File: src/rtl/laser_driver_if.sv
// Bus between the laser_driver and the host/core side: image write port,
// run control, point stream to the core, core results and the result report.
// The slave modport is the driver; the master modport is the host/core side.
interface laser_driver_if;
   logic       WE;
   logic [5:0] WADDR;
   logic [3:0] WX;
   logic [3:0] WY;
   logic       START;
   logic       BUSY;
   logic       LRST;
   logic [3:0] X;
   logic [3:0] Y;
   logic       DONE;
   logic [3:0] C1X;
   logic [3:0] C1Y;
   logic [3:0] C2X;
   logic [3:0] C2Y;
   logic       RES_VALID;
   logic [3:0] R1X;
   logic [3:0] R1Y;
   logic [3:0] R2X;
   logic [3:0] R2Y;
   logic [5:0] SCORE;
   logic       TIMEOUT;

   modport slave (
      input  WE, WADDR, WX, WY, START, DONE, C1X, C1Y, C2X, C2Y,
      output BUSY, LRST, X, Y, RES_VALID, R1X, R1Y, R2X, R2Y, SCORE, TIMEOUT
   );

   modport master (
      output WE, WADDR, WX, WY, START, DONE, C1X, C1Y, C2X, C2Y,
      input  BUSY, LRST, X, Y, RES_VALID, R1X, R1Y, R2X, R2Y, SCORE, TIMEOUT
   );
endinterface

File: src/rtl/laser_driver.sv
// Host-side driver for the laser circle-placement core. Holds an NPTS-point
// target image, resets the core, streams the image, waits for the core's
// DONE, captures both centres and scores how many targets either circle
// covers, then emits a one-cycle report.
// Optional build macro DRV_TIMEOUT_EN: adds a WAIT watchdog of TO_CYCLES
// cycles that aborts the run with TIMEOUT=1 and SCORE=0.
module laser_driver #(
   parameter int NPTS      = 40,
   parameter int RADIUS_SQ = 16
`ifdef DRV_TIMEOUT_EN
   ,parameter int TO_CYCLES = 65535
`endif
) (
   input  logic          CLK,
   input  logic          RST,
   laser_driver_if.slave bus
);

   typedef enum logic [2:0] {
      S_IDLE, S_PULSE, S_GAP, S_FEED, S_WAIT, S_SCORE, S_REPORT
   } state_t;

   state_t     state;
   logic [7:0] image [NPTS];
   logic [5:0] idx;
   logic [5:0] idx_nxt;
   logic       arm;
   logic [5:0] acc;
   logic       hit_p1;
   logic       vld_p1;
`ifdef DRV_TIMEOUT_EN
   logic [15:0] to_cnt;
`endif

   assign idx_nxt = idx + 6'd1;

   function automatic logic [3:0] abs_diff(input logic [3:0] a, input logic [3:0] b);
      logic signed [4:0] d;
      d = $signed({1'b0, a}) - $signed({1'b0, b});
      return d[4] ? 4'(-d) : d[3:0];
   endfunction

   function automatic logic covered(input logic [3:0] px, input logic [3:0] py,
                                    input logic [3:0] cx, input logic [3:0] cy);
      logic [3:0] ax;
      logic [3:0] ay;
      logic [7:0] sx;
      logic [7:0] sy;
      logic [8:0] d2;
      ax = abs_diff(px, cx);
      ay = abs_diff(py, cy);
      sx = {4'd0, ax} * {4'd0, ax};
      sy = {4'd0, ay} * {4'd0, ay};
      d2 = {1'b0, sx} + {1'b0, sy};
      return d2 <= 9'(RADIUS_SQ);
   endfunction

   // Image store: host writes land only while idle and inside the image.
   always_ff @(posedge CLK) begin
      if (bus.WE && state == S_IDLE && bus.WADDR < 6'(NPTS))
         image[bus.WADDR] <= {bus.WX, bus.WY};
   end

   // Score stage p1: coverage of the point under idx by either captured centre.
   always_ff @(posedge CLK) begin
      hit_p1 <= covered(image[idx][7:4], image[idx][3:0], bus.R1X, bus.R1Y) |
                covered(image[idx][7:4], image[idx][3:0], bus.R2X, bus.R2Y);
   end

   // Run sequencer with registered outputs.
   always_ff @(posedge CLK or posedge RST) begin
      if (RST) begin
         state         <= S_IDLE;
         bus.BUSY      <= 1'b0;
         bus.LRST      <= 1'b0;
         bus.X         <= 4'd0;
         bus.Y         <= 4'd0;
         bus.RES_VALID <= 1'b0;
         bus.R1X       <= 4'd0;
         bus.R1Y       <= 4'd0;
         bus.R2X       <= 4'd0;
         bus.R2Y       <= 4'd0;
         bus.SCORE     <= 6'd0;
         idx           <= 6'd0;
         arm           <= 1'b0;
         acc           <= 6'd0;
         vld_p1        <= 1'b0;
`ifdef DRV_TIMEOUT_EN
         to_cnt        <= 16'd0;
         bus.TIMEOUT   <= 1'b0;
`endif
      end else begin
         vld_p1 <= (state == S_SCORE);
         case (state)
            S_IDLE: begin
               if (bus.START) begin
                  state    <= S_PULSE;
                  bus.BUSY <= 1'b1;
                  bus.LRST <= 1'b1;
               end
            end
            S_PULSE: begin
               bus.LRST <= 1'b0;
               state    <= S_GAP;
            end
            S_GAP: begin
               idx   <= 6'd0;
               arm   <= 1'b0;
               bus.X <= image[0][7:4];
               bus.Y <= image[0][3:0];
               state <= S_FEED;
            end
            S_FEED: begin
               if (!bus.DONE)
                  arm <= 1'b1;
               if (idx == 6'(NPTS - 1)) begin
                  bus.X <= 4'd0;
                  bus.Y <= 4'd0;
                  idx   <= 6'd0;
                  state <= S_WAIT;
`ifdef DRV_TIMEOUT_EN
                  to_cnt <= 16'd0;
`endif
               end else begin
                  idx   <= idx_nxt;
                  bus.X <= image[idx_nxt][7:4];
                  bus.Y <= image[idx_nxt][3:0];
               end
            end
            S_WAIT: begin
               // A DONE left high from before the core reset must drop once
               // before it can count as this run's completion.
               if (bus.DONE && arm) begin
                  bus.R1X <= bus.C1X;
                  bus.R1Y <= bus.C1Y;
                  bus.R2X <= bus.C2X;
                  bus.R2Y <= bus.C2Y;
                  idx     <= 6'd0;
                  acc     <= 6'd0;
                  state   <= S_SCORE;
               end else begin
                  if (!bus.DONE)
                     arm <= 1'b1;
`ifdef DRV_TIMEOUT_EN
                  if (to_cnt == 16'(TO_CYCLES - 1)) begin
                     bus.SCORE     <= 6'd0;
                     bus.RES_VALID <= 1'b1;
                     bus.TIMEOUT   <= 1'b1;
                     state         <= S_REPORT;
                  end else begin
                     to_cnt <= to_cnt + 16'd1;
                  end
`endif
               end
            end
            S_SCORE: begin
               if (vld_p1)
                  acc <= acc + 6'(hit_p1);
               if (idx == 6'(NPTS - 1))
                  state <= S_REPORT;
               else
                  idx <= idx_nxt;
            end
            S_REPORT: begin
               // First cycle folds in the last point still in the score
               // stage; the second cycle presents the report.
               if (!bus.RES_VALID) begin
                  bus.SCORE     <= acc + 6'(hit_p1);
                  bus.RES_VALID <= 1'b1;
               end else begin
                  bus.RES_VALID <= 1'b0;
                  bus.BUSY      <= 1'b0;
                  state         <= S_IDLE;
`ifdef DRV_TIMEOUT_EN
                  bus.TIMEOUT   <= 1'b0;
`endif
               end
            end
            default: state <= S_IDLE;
         endcase
      end
   end

`ifndef DRV_TIMEOUT_EN
   assign bus.TIMEOUT = 1'b0;
`endif

endmodule

File: src/flat_wrapper.sv
// flat-port wrapper written by rule: the top's interface ports become plain ports
module laser_driver_flat 
#(
   parameter int NPTS      = 40,
   parameter int RADIUS_SQ = 16

)
  (CLK, RST, bus_WE, bus_WADDR, bus_WX, bus_WY, bus_START, bus_DONE, bus_C1X, bus_C1Y, bus_C2X, bus_C2Y, bus_BUSY, bus_LRST, bus_X, bus_Y, bus_RES_VALID, bus_R1X, bus_R1Y, bus_R2X, bus_R2Y, bus_SCORE, bus_TIMEOUT);
  laser_driver_if bus_i ();
  input  logic CLK;
  input  logic RST;
  input wire logic [$bits(bus_i.WE)-1:0] bus_WE;
  input wire logic [$bits(bus_i.WADDR)-1:0] bus_WADDR;
  input wire logic [$bits(bus_i.WX)-1:0] bus_WX;
  input wire logic [$bits(bus_i.WY)-1:0] bus_WY;
  input wire logic [$bits(bus_i.START)-1:0] bus_START;
  input wire logic [$bits(bus_i.DONE)-1:0] bus_DONE;
  input wire logic [$bits(bus_i.C1X)-1:0] bus_C1X;
  input wire logic [$bits(bus_i.C1Y)-1:0] bus_C1Y;
  input wire logic [$bits(bus_i.C2X)-1:0] bus_C2X;
  input wire logic [$bits(bus_i.C2Y)-1:0] bus_C2Y;
  output wire logic [$bits(bus_i.BUSY)-1:0] bus_BUSY;
  output wire logic [$bits(bus_i.LRST)-1:0] bus_LRST;
  output wire logic [$bits(bus_i.X)-1:0] bus_X;
  output wire logic [$bits(bus_i.Y)-1:0] bus_Y;
  output wire logic [$bits(bus_i.RES_VALID)-1:0] bus_RES_VALID;
  output wire logic [$bits(bus_i.R1X)-1:0] bus_R1X;
  output wire logic [$bits(bus_i.R1Y)-1:0] bus_R1Y;
  output wire logic [$bits(bus_i.R2X)-1:0] bus_R2X;
  output wire logic [$bits(bus_i.R2Y)-1:0] bus_R2Y;
  output wire logic [$bits(bus_i.SCORE)-1:0] bus_SCORE;
  output wire logic [$bits(bus_i.TIMEOUT)-1:0] bus_TIMEOUT;
  assign bus_i.WE = bus_WE;
  assign bus_i.WADDR = bus_WADDR;
  assign bus_i.WX = bus_WX;
  assign bus_i.WY = bus_WY;
  assign bus_i.START = bus_START;
  assign bus_i.DONE = bus_DONE;
  assign bus_i.C1X = bus_C1X;
  assign bus_i.C1Y = bus_C1Y;
  assign bus_i.C2X = bus_C2X;
  assign bus_i.C2Y = bus_C2Y;
  assign bus_BUSY = bus_i.BUSY;
  assign bus_LRST = bus_i.LRST;
  assign bus_X = bus_i.X;
  assign bus_Y = bus_i.Y;
  assign bus_RES_VALID = bus_i.RES_VALID;
  assign bus_R1X = bus_i.R1X;
  assign bus_R1Y = bus_i.R1Y;
  assign bus_R2X = bus_i.R2X;
  assign bus_R2Y = bus_i.R2Y;
  assign bus_SCORE = bus_i.SCORE;
  assign bus_TIMEOUT = bus_i.TIMEOUT;
  laser_driver #(.NPTS(NPTS), .RADIUS_SQ(RADIUS_SQ)) u_core (.CLK(CLK), .RST(RST), .bus(bus_i));
endmodule
File: config.mk
export PLATFORM = sky130hd
export DESIGN_NAME = laser_driver_flat
export DESIGN_NICKNAME = d
export VERILOG_FILES = /design/src/rtl/laser_driver_if.sv /design/src/rtl/laser_driver.sv /design/src/flat_wrapper.sv
export SDC_FILE = /design/constraint.sdc
export NUM_CORES = 1
export LEC_CHECK = 0
export CAP_MARGIN = 25
export CORE_ASPECT_RATIO = 1.25
export CORE_MARGIN = 4
export CORE_UTILIZATION = 50
export CTS_CLUSTER_SIZE = 25
export DETAILED_ROUTE_END_ITERATION = 8
export PLACE_DENSITY = 0.67
export SETUP_SLACK_MARGIN = 0.5
export SLEW_MARGIN = 20
export SYNTH_ARGS = -nofsm -noshare
export SYNTH_HDL_FRONTEND = slang
export SYNTH_SLANG_ARGS = --single-unit
export TNS_END_PERCENT = 30
File: constraint.sdc
create_clock -name CLK -period 11.5 [get_ports CLK]
set_clock_uncertainty 0.2 [all_clocks]
set_input_delay 2.875 -clock CLK [delete_from_list [all_inputs] [get_ports CLK]]
set_output_delay 2.875 -clock CLK [all_outputs]
set_load 0.02 [all_outputs]
After elaboration in Yosys (flattened, before gate mapping)

Memory sizes are Yosys's and may differ from the RTL's.
Cells that the tools add are included.

Register bits: 51
Latch bits: 0
Memory bits (writable): 320
Bits in read-only memories: 0
Input bits: 35
Output and inout port bits: 34
Logic and storage cells: 101
Memories kept: 1

Memory list:

| name         | depth | bits a word | read ports | clocked after memory_dff | wr ports | line               | source |
|---|---|---|---|---|---|---|---|
| u_core.image | 40    | 8           | 3          | 0                        | 1        | laser_driver.sv:24 | `logic [7:0] image [NPTS];` |

$add $sub $neg: 12
$mul: 4
Div/mod/pow operators: 0
Order comparisons: 3
Eq/ne operators: 15
Shift operators: 0
Multiplexer cells: 30
Bitwise gates (word level): 2
Reductions and logical operators: 18

Operators by type and width:

| operator                                             | count |
|---|---|
| multiplier 4 x 4 -> 8 bit                            | 4 |
| 2-to-1 mux 4 bit                                     | 6 |
| 2-to-1 mux 6 bit                                     | 4 |
| one-hot mux 6 bit (4 select lines)                   | 1 |
| one-hot mux 3 bit (7 select lines)                   | 1 |
| subtractor 4 x 4 -> 5 bit                            | 4 |
| adder 8 x 8 -> 9 bit                                 | 2 |
| <= comparator 9 x 5 -> 1 bit (second input constant) | 2 |
| negator 4 bit                                        | 4 |
| one-hot mux 4 bit (2 select lines)                   | 2 |
| 2-to-1 mux 3 bit                                     | 5 |
| one-hot mux 6 bit (2 select lines)                   | 1 |
| == test 3 bit (second input constant)                | 3 |
| AND reduction 3 bit                                  | 3 |
| != test 2 x 1 -> 1 bit (second input constant)       | 4 |
| != test 2 bit (second input constant)                | 4 |
| AND reduction 2 bit                                  | 4 |
| nonzero test 2 bit                                   | 4 |
| 2-to-1 mux 1 bit                                     | 7 |
| adder 6 x 1 -> 6 bit                                 | 1 |
| adder 6 x 1 -> 6 bit (second input constant)         | 1 |
| == test 3 x 2 -> 1 bit (second input constant)       | 2 |
| == test 6 bit (second input constant)                | 1 |
| less-than comparator 6 bit (second input constant)   | 1 |
| other kinds (10)                                     | 13 |

Depth between registers and ports, before layout

An unclocked memory read counts as a cell.

Depth after elaboration: 8
Depth in mapped cells: 30

Least setup slack after synthesis

No wires, ideal clock.

Path kind: register -> register
From: register u_core.idx[1]
To: register u_core.hit_p1
Setup time: 0.101 ns
Data arrival time: 6.840 ns
Data required time: 11.199 ns
Path slack: 4.359 ns
Cell stages (with the launch flop): 27
Path through: dfrtp_1 buf_2 buf_6 buf_4 mux4_2 mux4_2 nand2_1 nand2_1 o21ai_0 ha_1 fa_1 ha_1 o31ai_1 nor2_1 fa_1 inv_1 fa_1 inv_1 fa_1 fa_1 ha_1 inv_1 fa_1 xor2_1 o21ai_0 a2111o_1 o41ai_1

Word-level cells in the longest chain between the ends: 8
Elaborated cells between the ends (all ways): 22

Ends and longest elaborated chain:

| item                                         | line                                   | source |
|---|---|---|
| from (decl)                                  | laser_driver.sv:25                     | `logic [5:0] idx;` |
| from (signal assigned)                       | laser_driver.sv:125                    | `idx <= idx_nxt;` |
| from (signal assigned)                       | laser_driver.sv:162                    | `idx <= idx_nxt;` |
| memory read (40 x 8 bit) (*)                 | -                                      |  |
| subtractor 4 x 4 -> 5 bit                    | laser_driver.sv:39                     | `d = $signed({1'b0, a}) - $signed({1'b0, b});` |
| negator 4 bit                                | laser_driver.sv:40                     | `return d[4] ? 4'(-d) : d[3:0];` |
| 2-to-1 mux 4 bit                             | laser_driver.sv:40                     |  |
| multiplier 4 x 4 -> 8 bit (on tied branches) | laser_driver.sv:52, laser_driver.sv:53 |  |
| adder 8 x 8 -> 9 bit                         | laser_driver.sv:54                     | `d2 = {1'b0, sx} + {1'b0, sy};` |
| <= comparator 9 x 5 -> 1 bit                 | laser_driver.sv:55                     | `return d2 <= 9'(RADIUS_SQ);` |
| bitwise OR 1 bit (*)                         | laser_driver.sv:66                     | `hit_p1 <= covered(image[idx][7:4], image[idx][3:0], bus.R1X, bus.R1Y) \|` |
| to (signal assigned)                         | laser_driver.sv:66                     |  |
| to (decl)                                    | laser_driver.sv:29                     | `logic hit_p1;` |

Every way passes the cells marked *; elsewhere a longest branch is shown, timed or not.
A chain may end at the register's enable or synchronous reset.

Worst setup path in the final report

From: register u_core.idx[2]
To: register u_core.hit_p1

Same word-level chain as after synthesis.

==> run_results.csv <==
group,metric,value,unit
global_routing,grt_pass1_wl,74200,um
routing,wl_per_cell,27.0,um
yosys,netlist_top_cells_area,"edfxtp_1 (49%), mux4_2 (20%), dfrtp_1 (6.4%)",
floorplan,initial_core_util,50.8,%
worst_hold_path,hold_depth,2,
final_layout,syn_to_final_growth,12.5,%
floorplan,row_count,80,
routing,drt-met1-wl,18100,um
yosys,yosysSeqAreaShare,55.9,%
clock_tree,cts_tree,"yes",
sta,slew_headroom,29.7,%
floorplan,coreArea,38300,um^2
sta,fmax,117,MHz
setup_path,required,11.73,ns
routing,drcViolationCount,0,
routing,highest_layer,"met4",
global_routing,antenna_found_initial,0,
yosys,synth-edff-count,320,
routing,ant_nets,0,
worst_hold_path,worstHoldStart,"u_core.acc[5]",
yosys,syn_area_per_cell,15.9,um^2
worst_hold_path,holdPathEnd,"u_core.acc[5]",
setup_path,r2r_setup_slack,2.98,ns
clock_tree,ctsLongestPathBuffers,3,
sta,final.setup.tns,0,ns
floorplan,die_x,185,um
setup_path,rr_worst_depth,26,
routing,drt_iter0_markers,1179,
placement,hpwlAfterDp,33200,um
floorplan,die_h,229,um
floorplan,dieArea,42200,um^2
sta,min_period_over_period,74.1,%
sta,period_minus_slack,8.52,ns
global_routing,grt.total_usage,23.3,%
routing,wl_met2,25200,um
global_routing,gr-total-overflow,0,
yosys,synth_cell_types,55,
yosys,post-synth-top-area-fraction,49.3,%
yosys,syn-instance-count,1221,
setup_path,r2r_start,"u_core.idx[2]",
setup_path,r2r-end,"u_core.hit_p1",
sta,setup_viol,0,
clock_tree,cts_setup_buffers,0,
routing,via_per_inst,6.38,
clock_tree,ctsResizeCount,0,
setup_path,path_class,"reg -> reg",
yosys,synthArstFlopShare,13.5,%
setup_path,end_kind,"flip-flop",
routing,wl_met3,3660,um
routing,drt_wl_total,48800,um
clock_tree,cts_buffers,38,
run,cap_violations,0,
sta,hold_viol,0,
clock_tree,root_buffer,"clkbuf_16",
floorplan,ios,69,
routing,drt_first_pass_iters,5,
placement,port_buffers,67,
clock_tree,cts.sinks,371,
clock_tree,clkTransAtPathRegs,0.06,ns
sta,rsz0062_at_grt,"false",
final_layout,final_common_cell,"edfxtp_1",
yosys,syn_nets,1339,
setup_path,cp_max_fo,48,
worst_hold_path,hold_path.class,"reg -> reg",
final_layout,final_cell_mix,"edfxtp_1 (320), mux4_2 (176), nor2_1 (85)",
final_layout,num_antenna_cells,0,
setup_path,arrival,8.75,ns
sta,finalWorstSetupSlack,2.98,ns
final_layout,final_core_util,57.1,%
clock_tree,clkLatencyLatePin,0.53,ns
yosys,syn-cell-area,19500,um^2
yosys,ys_warn_count,0,
yosys,synthFlopType,"edfxtp_1",
final_layout,drive_above_1_share,21.2,%
sta,worst_slew_pin_slew,1.05,ns
placement,pre_cts_slack,2.99,ns
placement,gp_congestion,0.913,
setup_path,crit_path_start_kind,"flip-flop",
clock_tree,holdBufCountCts,0,
yosys,yosys.area.top_type,"edfxtp_1",
clock_tree,cts_max_level,2,
run_status,status,"finished, final reports clean",
routing,dr_total_vias,11500,
sta,drv_slew,0,
global_routing,grt_max_degree,52,
global_routing,grt_pass1_vias,11900,
final_layout,fin_nets,1404,
yosys,synth-seq-cells,371,
==> per-layer routing <==
| layer | vias up | GRT usage, % |
|---|---|---|
| met5 | - | 0 |
| met4 | 0 | 8.04 |
| met3 | 95 | 3.71 |
| met2 | 523 | 40.2 |
| met1 | 5933 | 30.3 |
| li1 | 4972 | - |
==> through the flow <==
stage          hold slack [ns]  instances  area, um^2
5_1_grt                  0.350       1806       21900
2_1_floorplan            0.270       1221       19500
6_report                 0.315       1806       21900
3_5_place_dp             0.299       1736       20700
3_3_place_gp             0.287       1733       20600
4_1_cts                  0.322       1804       21900
==> state kept, by name, indices dropped and copies added, names as in the netlist <==
register,cells
u_core.bus.RES_VALID,1
u_core.hit_p1,1
u_core.acc,6
u_core.bus.R1X,4
u_core.image,320
u_core.idx,6
u_core.bus.R2Y,4
u_core.vld_p1,1
u_core.state,3
u_core.bus.SCORE,6
u_core.arm,1
u_core.bus.BUSY,1
u_core.bus.R1Y,4
u_core.bus.X,4
u_core.bus.Y,4
u_core.bus.LRST,1
u_core.bus.R2X,4
==> critical path: stages (launching register included) <==
cell      delay [ns]
dfrtp_4         0.81
buf_4           0.68
mux4_2          0.45
mux4_2          0.47
mux2_2          0.29
o21ai_0         0.33
ha_1            0.21
inv_1           0.06
fa_1            0.40
a21o_1          0.19
a21o_1          0.20
a31oi_1         0.18
xor3_1          0.27
nor2_1          0.09
fa_1            0.55
inv_1           0.05
fa_1            0.48
inv_1           0.06
fa_1            0.50
fa_1            0.55
ha_1            0.16
inv_1           0.06
fa_1            0.38
xor2_1          0.13
o21ai_0         0.11
a2111o_1        0.42
o41ai_1         0.08
==> layout make-up <==
type                       count  area, um^2
tap                          492         616
fill                        2953       16400
inverter                      68         255
timing repair buffer          92         871
multi-input combinational    715        8040
sequential                   371       10900
clock buffer                  47        1050
clock inverter                21         180
==> kinds of logic (layout without fill, tap and decap cells) <==
| family | after synthesis | in the layout | synth area share [%] |
|---|---|---|---|
| compound gates | 174 | 174 | 5.67 |
| mux | 218 | 218 | 22.6 |
| xor+xnor | 25 | 25 | 1.43 |
| simple gates | 214 | 214 | 5.04 |
| other cells | 1 | 1 | 0.0193 |
| fa+ha+maj | 83 | 83 | 6.34 |
| buf+inv | 135 | 228 | 3.05 |
| flops | 371 | 371 | 55.9 |
==> synth_stat cells (all sizes together) (2+ instances only) <==
| master | instances |
|---|---|
| a211oi | 13 |
| a21o | 15 |
| a21oi | 30 |
| a22o | 5 |
| a311oi | 3 |
| a31oi | 3 |
| a41oi | 8 |
| and2 | 6 |
| and3 | 5 |
| buf | 48 |
| clkbuf | 19 |
| dfrtp | 50 |
| edfxtp | 320 |
| fa | 26 |
| ha | 57 |
| inv | 68 |
| mux2 | 10 |
| mux2i | 32 |
| mux4 | 176 |
| nand2 | 53 |
| nand2b | 6 |
| nand3 | 17 |
| nand3b | 6 |
| nor2 | 85 |
| nor2b | 21 |
| nor3 | 6 |
| o21a | 2 |
| o21ai | 64 |
| o21bai | 3 |
| o31ai | 21 |
| or2 | 3 |
| xnor2 | 9 |
| xor2 | 12 |
| xor3 | 4 |
==> worst max-delay path by stage <==
| stage | end | cells past startpoint | startpoint | slack [ns] |
|---|---|---|---|---|
| after floorplan | u_core.hit_p1 | 26 | u_core.idx[1] | 4.36 |
| after global placement | u_core.hit_p1 | 26 | u_core.idx[1] | 3.14 |
| after detailed placement | u_core.hit_p1 | 26 | u_core.idx[1] | 2.99 |
| after CTS | u_core.hit_p1 | 26 | u_core.idx[1] | 2.96 |
| after global routing | u_core.hit_p1 | 26 | u_core.idx[1] | 2.48 |
| final | u_core.hit_p1 | 26 | u_core.idx[2] | 2.98 |
Power is not shown: default switching activity piles up to over one toggle a cycle in this logic, so the estimate is an artifact.
